### config.mk
export PLATFORM = sky130hd
export DESIGN_NAME = stream_pkt_arbiter
export DESIGN_NICKNAME = d
export VERILOG_FILES = /design/src/rtl/stream_pkt_arbiter.sv
export SDC_FILE = /design/constraint.sdc
export NUM_CORES = 1
export LEC_CHECK = 0
export BUFFER_PORTS_ARGS = -buffer_cell sky130_fd_sc_hd__buf_2
export CAP_MARGIN = 20
export CORE_MARGIN = 2
export CORE_UTILIZATION = 45
export CTS_CLUSTER_SIZE = 25
export DETAILED_ROUTE_END_ITERATION = 8
export GPL_TIMING_DRIVEN = 1
export PLACE_DENSITY_LB_ADDON = 0.3
export RECOVER_POWER = 25
export SYNTH_ARGS = -nofsm -noshare
export SYNTH_HDL_FRONTEND = slang
export SYNTH_SLANG_ARGS = --single-unit
### constraint.sdc
create_clock -name clk -period 3.2 [get_ports clk]
set_input_delay 0.16 -clock clk [delete_from_list [all_inputs] [get_ports clk]]
set_output_delay 0.16 -clock clk [all_outputs]
set_load 0.02 [all_outputs]
### src/rtl/stream_pkt_arbiter.sv
// Packet-locked round-robin arbiter for NUM_REQUEST AXI-Stream sources into one registered
// output stream, with a sticky flag for packets longer than MAX_BEATS.
module stream_pkt_arbiter #(
  parameter int unsigned NUM_REQUEST = 2,
  parameter int unsigned DATA_WIDTH  = 32,
  parameter int unsigned MAX_BEATS   = 8,
  localparam int unsigned WIDTH_ID   = $clog2(NUM_REQUEST)
) (
  input  logic                              clk,
  input  logic                              rst_n,
  input  logic [NUM_REQUEST-1:0]            s_tvalid_i,
  input  logic [NUM_REQUEST*DATA_WIDTH-1:0] s_tdata_i,
  input  logic [NUM_REQUEST-1:0]            s_tlast_i,
  output logic [NUM_REQUEST-1:0]            s_tready_o,
  output logic                              m_tvalid_o,
  output logic [DATA_WIDTH-1:0]             m_tdata_o,
  output logic                              m_tlast_o,
  output logic [WIDTH_ID-1:0]               m_tid_o,
  input  logic                              m_tready_i,
  output logic                              busy_o,
  output logic                              err_len_o
);

  localparam int unsigned CntW = $clog2(MAX_BEATS + 2);

  typedef enum logic [0:0] {StIdle, StLocked} state_e;

  state_e                state_q, state_d;
  logic [WIDTH_ID-1:0]   prio_ptr_q, prio_ptr_d;
  logic [WIDTH_ID-1:0]   grant_q, grant_d;
  logic [CntW-1:0]       cnt_q, cnt_d;
  logic                  err_q, err_d;
  logic                  m_tvalid_q, m_tvalid_d;
  logic [DATA_WIDTH-1:0] m_tdata_q, m_tdata_d;
  logic                  m_tlast_q, m_tlast_d;
  logic [WIDTH_ID-1:0]   m_tid_q, m_tid_d;

  logic [DATA_WIDTH-1:0] s_data [NUM_REQUEST];

  for (genvar k = 0; k < NUM_REQUEST; k++) begin : g_split
    assign s_data[k] = s_tdata_i[k*DATA_WIDTH +: DATA_WIDTH];
  end

  // Circular first-set search starting at prio_ptr_q.
  logic                pick_valid;
  logic [WIDTH_ID-1:0] pick_id;
  int unsigned         idx;

  always_comb begin
    pick_valid = 1'b0;
    pick_id    = '0;
    idx        = 0;
    for (int unsigned i = 0; i < NUM_REQUEST; i++) begin
      idx = 32'(prio_ptr_q) + i;
      if (idx >= NUM_REQUEST) idx = idx - NUM_REQUEST;
      if (!pick_valid && s_tvalid_i[idx[WIDTH_ID-1:0]]) begin
        pick_valid = 1'b1;
        pick_id    = idx[WIDTH_ID-1:0];
      end
    end
  end

  logic out_free;
  logic accept;
  logic acc_last;

  assign out_free = !m_tvalid_q || m_tready_i;
  assign accept   = (state_q == StLocked) && out_free && s_tvalid_i[grant_q];
  assign acc_last = s_tlast_i[grant_q];

  always_comb begin
    s_tready_o = '0;
    if (state_q == StLocked && out_free) s_tready_o[grant_q] = 1'b1;
  end

  always_comb begin
    state_d    = state_q;
    prio_ptr_d = prio_ptr_q;
    grant_d    = grant_q;
    cnt_d      = cnt_q;
    err_d      = err_q;
    m_tvalid_d = m_tvalid_q;
    m_tdata_d  = m_tdata_q;
    m_tlast_d  = m_tlast_q;
    m_tid_d    = m_tid_q;

    unique case (state_q)
      StIdle: begin
        if (pick_valid) begin
          grant_d = pick_id;
          state_d = StLocked;
        end
      end
      StLocked: begin
        if (accept) begin
          if (acc_last) begin
            state_d    = StIdle;
            cnt_d      = '0;
            prio_ptr_d = (grant_q == WIDTH_ID'(NUM_REQUEST - 1)) ? '0 : grant_q + 1'b1;
          end else begin
            // A non-last beat at position MAX_BEATS means the packet is oversize.
            if (cnt_q == CntW'(MAX_BEATS - 1)) err_d = 1'b1;
            if (cnt_q != CntW'(MAX_BEATS + 1)) cnt_d = cnt_q + 1'b1;
          end
        end
      end
      default: state_d = StIdle;
    endcase

    if (accept) begin
      m_tvalid_d = 1'b1;
      m_tdata_d  = s_data[grant_q];
      m_tlast_d  = acc_last;
      m_tid_d    = grant_q;
    end else if (m_tready_i) begin
      m_tvalid_d = 1'b0;
    end
  end

  always_ff @(posedge clk) begin
    if (!rst_n) begin
      state_q    <= StIdle;
      prio_ptr_q <= '0;
      grant_q    <= '0;
      cnt_q      <= '0;
      err_q      <= 1'b0;
      m_tvalid_q <= 1'b0;
      m_tdata_q  <= '0;
      m_tlast_q  <= 1'b0;
      m_tid_q    <= '0;
    end else begin
      state_q    <= state_d;
      prio_ptr_q <= prio_ptr_d;
      grant_q    <= grant_d;
      cnt_q      <= cnt_d;
      err_q      <= err_d;
      m_tvalid_q <= m_tvalid_d;
      m_tdata_q  <= m_tdata_d;
      m_tlast_q  <= m_tlast_d;
      m_tid_q    <= m_tid_d;
    end
  end

  assign m_tvalid_o = m_tvalid_q;
  assign m_tdata_o  = m_tdata_q;
  assign m_tlast_o  = m_tlast_q;
  assign m_tid_o    = m_tid_q;
  assign busy_o     = (state_q == StLocked);
  assign err_len_o  = err_q;

endmodule

# Yosys cells after proc, flatten, opt, wreduce, memory -nomap -nowiden
# Index checks and enable logic that the tools add are counted.
# classes
n_eq_ne,2
n_bitwise,3
n_mux,29
reduce_logical,13
n_lt_le_gt_ge,7
add_sub_neg,5
# ops
op,count
$mux W32,3
$mux W1,21
$mux W4,2
$lt A1 B2 Y1 const B,3
$reduce_and A3 Y1,2
$add A4 B1 Y4 const B,1
$eq A4 B3 Y1 const B,1
$ge A2 B2 Y1 const B,2
$logic_and A1 B1 Y1,4
$ne A4 B4 Y1 const B,1
$reduce_and A4 Y1,1
$reduce_bool A2 Y1,2
$add A1 B1 Y2 const B,1
$ge A1 B2 Y1 const B,1
$logic_not A1 Y1,2
$mux W2,1
$not A1 Y1,2
$not A1 Y2,1
$pmux W1 S2,1
$reduce_and A2 Y1,1
$sub A1 B1 Y1 const B,2
$add A1 B1 Y1 const B,1
$demux W1 S1,1
$ge A1 B1 Y1 const B,1
$logic_or A1 B1 Y1,1
# totals
inputBits,71
wordCells,68
out_inout_bits,39
regBits,43

# Logic depth before layout (Yosys ltp)
# depth
depth_word,10
ltp_mapped,7
depth_no_buf,5

# Least setup slack after synthesis
# Ideal clock, no wire load.
# synth_path
kind,register to register
startpoint,"register state_q, in the netlist busy_o"
endpoint,register cnt_q[2]
slack_ps,1655
setup_ps,117
path_stages_with_launch,7
required_ps,3083
t_arrival_ps,1428
path_buffers,3
period_less_slack_ps,1545
cell_sequence,dfxtp_1 clkbuf_1 and3_4 buf_6 buf_6 o21ai_0 a32o_1
# synth_via
elab_chain_len,3
# synth_rtl
element,line,text
"start, declared",28,"state_e state_q, state_d;"
"start signal, assigned",122,state_q <= StIdle;
"start signal, assigned",132,state_q <= state_d;
$logic_and A1 B1 Y1 (2 in series),68,assign accept = (state_q == StLocked) && out_free && s_tvalid_i[grant_q];
$reduce_and A3 Y1 (no source line) (*),--,
"end signal, assigned",135,cnt_q <= cnt_d;
"end, declared",31,"logic [CntW-1:0] cnt_q, cnt_d;"
# Mark *: on every way between the ends. The rest lies on a longest branch, timed or not.
# A chain may end at the register's enable or synchronous reset.

# Worst setup path in the final report
# layout_path
startpoint,register grant_q
endpoint,register cnt_q[1]
# layout_via
elab_chain_len,4
# layout_rtl
element,line,text
"start, declared",30,"logic [WIDTH_ID-1:0] grant_q, grant_d;"
"start signal, assigned",134,grant_q <= grant_d;
$mux W1 (on tied branches) (2 in series),"69, 68",
$reduce_bool A2 Y1 (no source line) or $logic_and A1 B1 Y1 (tied branches),--,
$reduce_and A3 Y1 (no source line),--,
# Parallel ways exist; a longest one is shown, timed or not. The select of a mux whose other input is x is not followed.

==> reports/qor.yml <==
clock_network:
  cts_made_buffers: 5
  cts_setup_buffers: 0
  cts.clk_slew.worst_paths_ns: 0.08
  cts_resized: 0
  postCtsHoldBufs: 0
  cts_tree: "yes"
  htree_levels: 2
  clockRootBuffer: "clkbuf_8"
  clock_latency_ns: 0.29
  cts.path.max_buffers: 2
  cts_sinks: 43
drt:
  wire_per_inst_um: 12.1
  vias: 1795
  viasPerCell: 5.01
  drt_iter0_drc: 53
  wirelength_um: 4320
  ant_nets: 0
  first_pass_iters: 4
  drc_errors: 0
final_layout:
  n_antenna_cell: 0
  area_growth_pct: 30.8
  layout-drive-gt1-share: 0.363
  postLayoutCellArea_um2: 2630
  largest_reg_flops: 32
  fin_nets: 378
  final_cell_mix: "buf_2, dfxtp_1, nor2_1, mux2i_1, a211oi_1"
  final_common_cell: "buf_2"
global_routing:
  grt_max_degree: 71
  overflow: 0
  grt_pass1_wl_um: 7160
  antenna_found_initial: 0
  grt_pass1_vias: 1643
  grt_usage: 0.175
worst_setup_path:
  worst-setup-path-type: "reg2reg"
  r2r-end: "cnt_q[1]"
  startpoint_type: "register"
  cp.arrival_ns: 2.11
  rr_startpoint: "grant_q"
  reg2reg_depth: 4
  cp_max_fo: 39
  crit_path_top_delay_cell: "buf_4"
  cp-end-kind: "register"
  cp_slowest_stage_delay_ns: 0.49
  path_cells: "buf_4 -> mux2_2 -> nor3b_1 -> a32o_1"
  reg2reg_setup_slack_ns: 1.31
  crit_required_ns: 3.43
logic_synthesis:
  netlist_area_um2: 2010
  synth_top_area_frac: 0.428
  ys_seq_area_frac: 0.428
  yosysWarnings: 0
  syn-num-nets: 279
  ys_types: 35
  synth_top_area_cell: "dfxtp_1"
  postSynthAreaPerCell_um2: 9.77
  async_reset_ff_frac: 0
  synth_flop_cell: "dfxtp_1"
  ys_seq_elements: 43
  syn_inst: 206
  synthTopCellsByArea: "dfxtp_1, mux2i_1, a211oi_1"
  synth-edff-count: 0
placement:
  post_dp_cell_area_um2: 2520
  hpwl_um: 3180
  io_buffers: 109
  routabilityCongestion: 0.824
pwr:
  power_density_nw_per_um2: 515
  p_total_mw: 1.36
  max-vdd-ir-drop_mv: 0.292
  power_leakage_nw: 1.09
timing:
  max_freq_mhz: 529
  relSlewSlack: 0.524
  tightest_slew_ns: 0.714
  finalHoldViolations: 0
  period_minus_slack_ns: 1.89
  finalSetupViolCount: 0
  rsz0062_at_grt: "false"
  finClkSkew_ns: 0.00706
  tns_ns: 0
  post-route-period-util: 0.590
  drv_slew: 0
floorplanning:
  initial_utilization: 0.465
  die_area_um2: 5020
  coreArea_um2: 4320
  ios: 110
  die_height_um: 70.9
  rows: 24
  die_x_um: 70.9
hold_path:
  hold_path_depth: 2
  min_from: "s_tlast_i[1]"
  hold_class: "in2reg"
  min_to: "prio_ptr_q"
job:
  maxCapViolations: 0
run_status:
  outcome: "finished, final reports clean"
## cell families after synthesis
group                      count (synthesis)  share of synthesized area
AOI/OAI and AO/OA                         51                      0.205
adders and majority gates                  2                     0.0124
buffers and inverters                     23                     0.0640
DFF                                       43                      0.428
muxes                                     34                      0.172
and+or+nand+nor                           53                      0.119
## metrics by stage
step | utilization | std cells | hold slack, ns | worst slack (ns)
global placement | 0.584 | 350 | 0.383 | 1.36
CTS | 0.615 | 358 | 0.0801 | 1.27
detailed placement | 0.584 | 350 | 0.390 | 1.32
floorplan | - | 206 | 0.276 | 1.65
finish | 0.609 | 358 | 0.0971 | 1.31
global route | 0.609 | 358 | 0.105 | 1.20
## synthesized netlist by cell type (all sizes together), types with 3 or more instances
| master | n |
|---|---|
| nand3 | 3 |
| nor2 | 37 |
| dfxtp | 43 |
| o21a | 3 |
| mux2i | 32 |
| clkbuf | 7 |
| buf | 12 |
| a211oi | 32 |
| a21oi | 4 |
| inv | 4 |
| o21ai | 5 |
## layer usage
metal  part of all wire  vias to the layer above  wire length (um)  track usage
met4              0.012                        0                53       0.0692
met5                  0                        -                 0            0
met2               0.48                       65              2090        0.299
li1                   -                      947                 -            -
met3              0.072                        4               313       0.0356
met1               0.43                      779              1870        0.215
## worst max-delay path, delay by kind of cell (launching register included)
family	cells	cell delay, ns
AO/OA/AOI/OAI	1	0.18
buffers and inverters	1	0.49
multiplexers	1	0.47
flip-flops	1	0.34
AND/OR/NAND/NOR	1	0.35
## how the worst max path moves through the flow
stage                     slack (ns)  endpoint       start
after global routing            1.20  cnt_q[1]  m_tvalid_o
after floorplan                 1.65  cnt_q[2]      busy_o
after detailed placement        1.32  cnt_q[0]     grant_q
after global placement          1.36  cnt_q[0]     grant_q
after CTS                       1.27  cnt_q[1]     grant_q
final                           1.31  cnt_q[1]     grant_q
## where the power goes
group | internal (mW) | leakage, nW | switching [mW]
Combinational | 0.112 | 0.675 | 0.163
Clock | 0.312 | 0.0654 | 0.174
Sequential | 0.575 | 0.353 | 0.0210
## cell type report
type	instances	area, um2
Clock inverter	2	60.1
Tap cell	52	65.1
Multi-Input combinational cell	140	1020
Inverter	4	15.0
Timing Repair Buffer	111	536
Sequential cell	43	862
Fill cell	395	1690
Clock buffer	6	72.6
(Power assumes the default switching activity.)
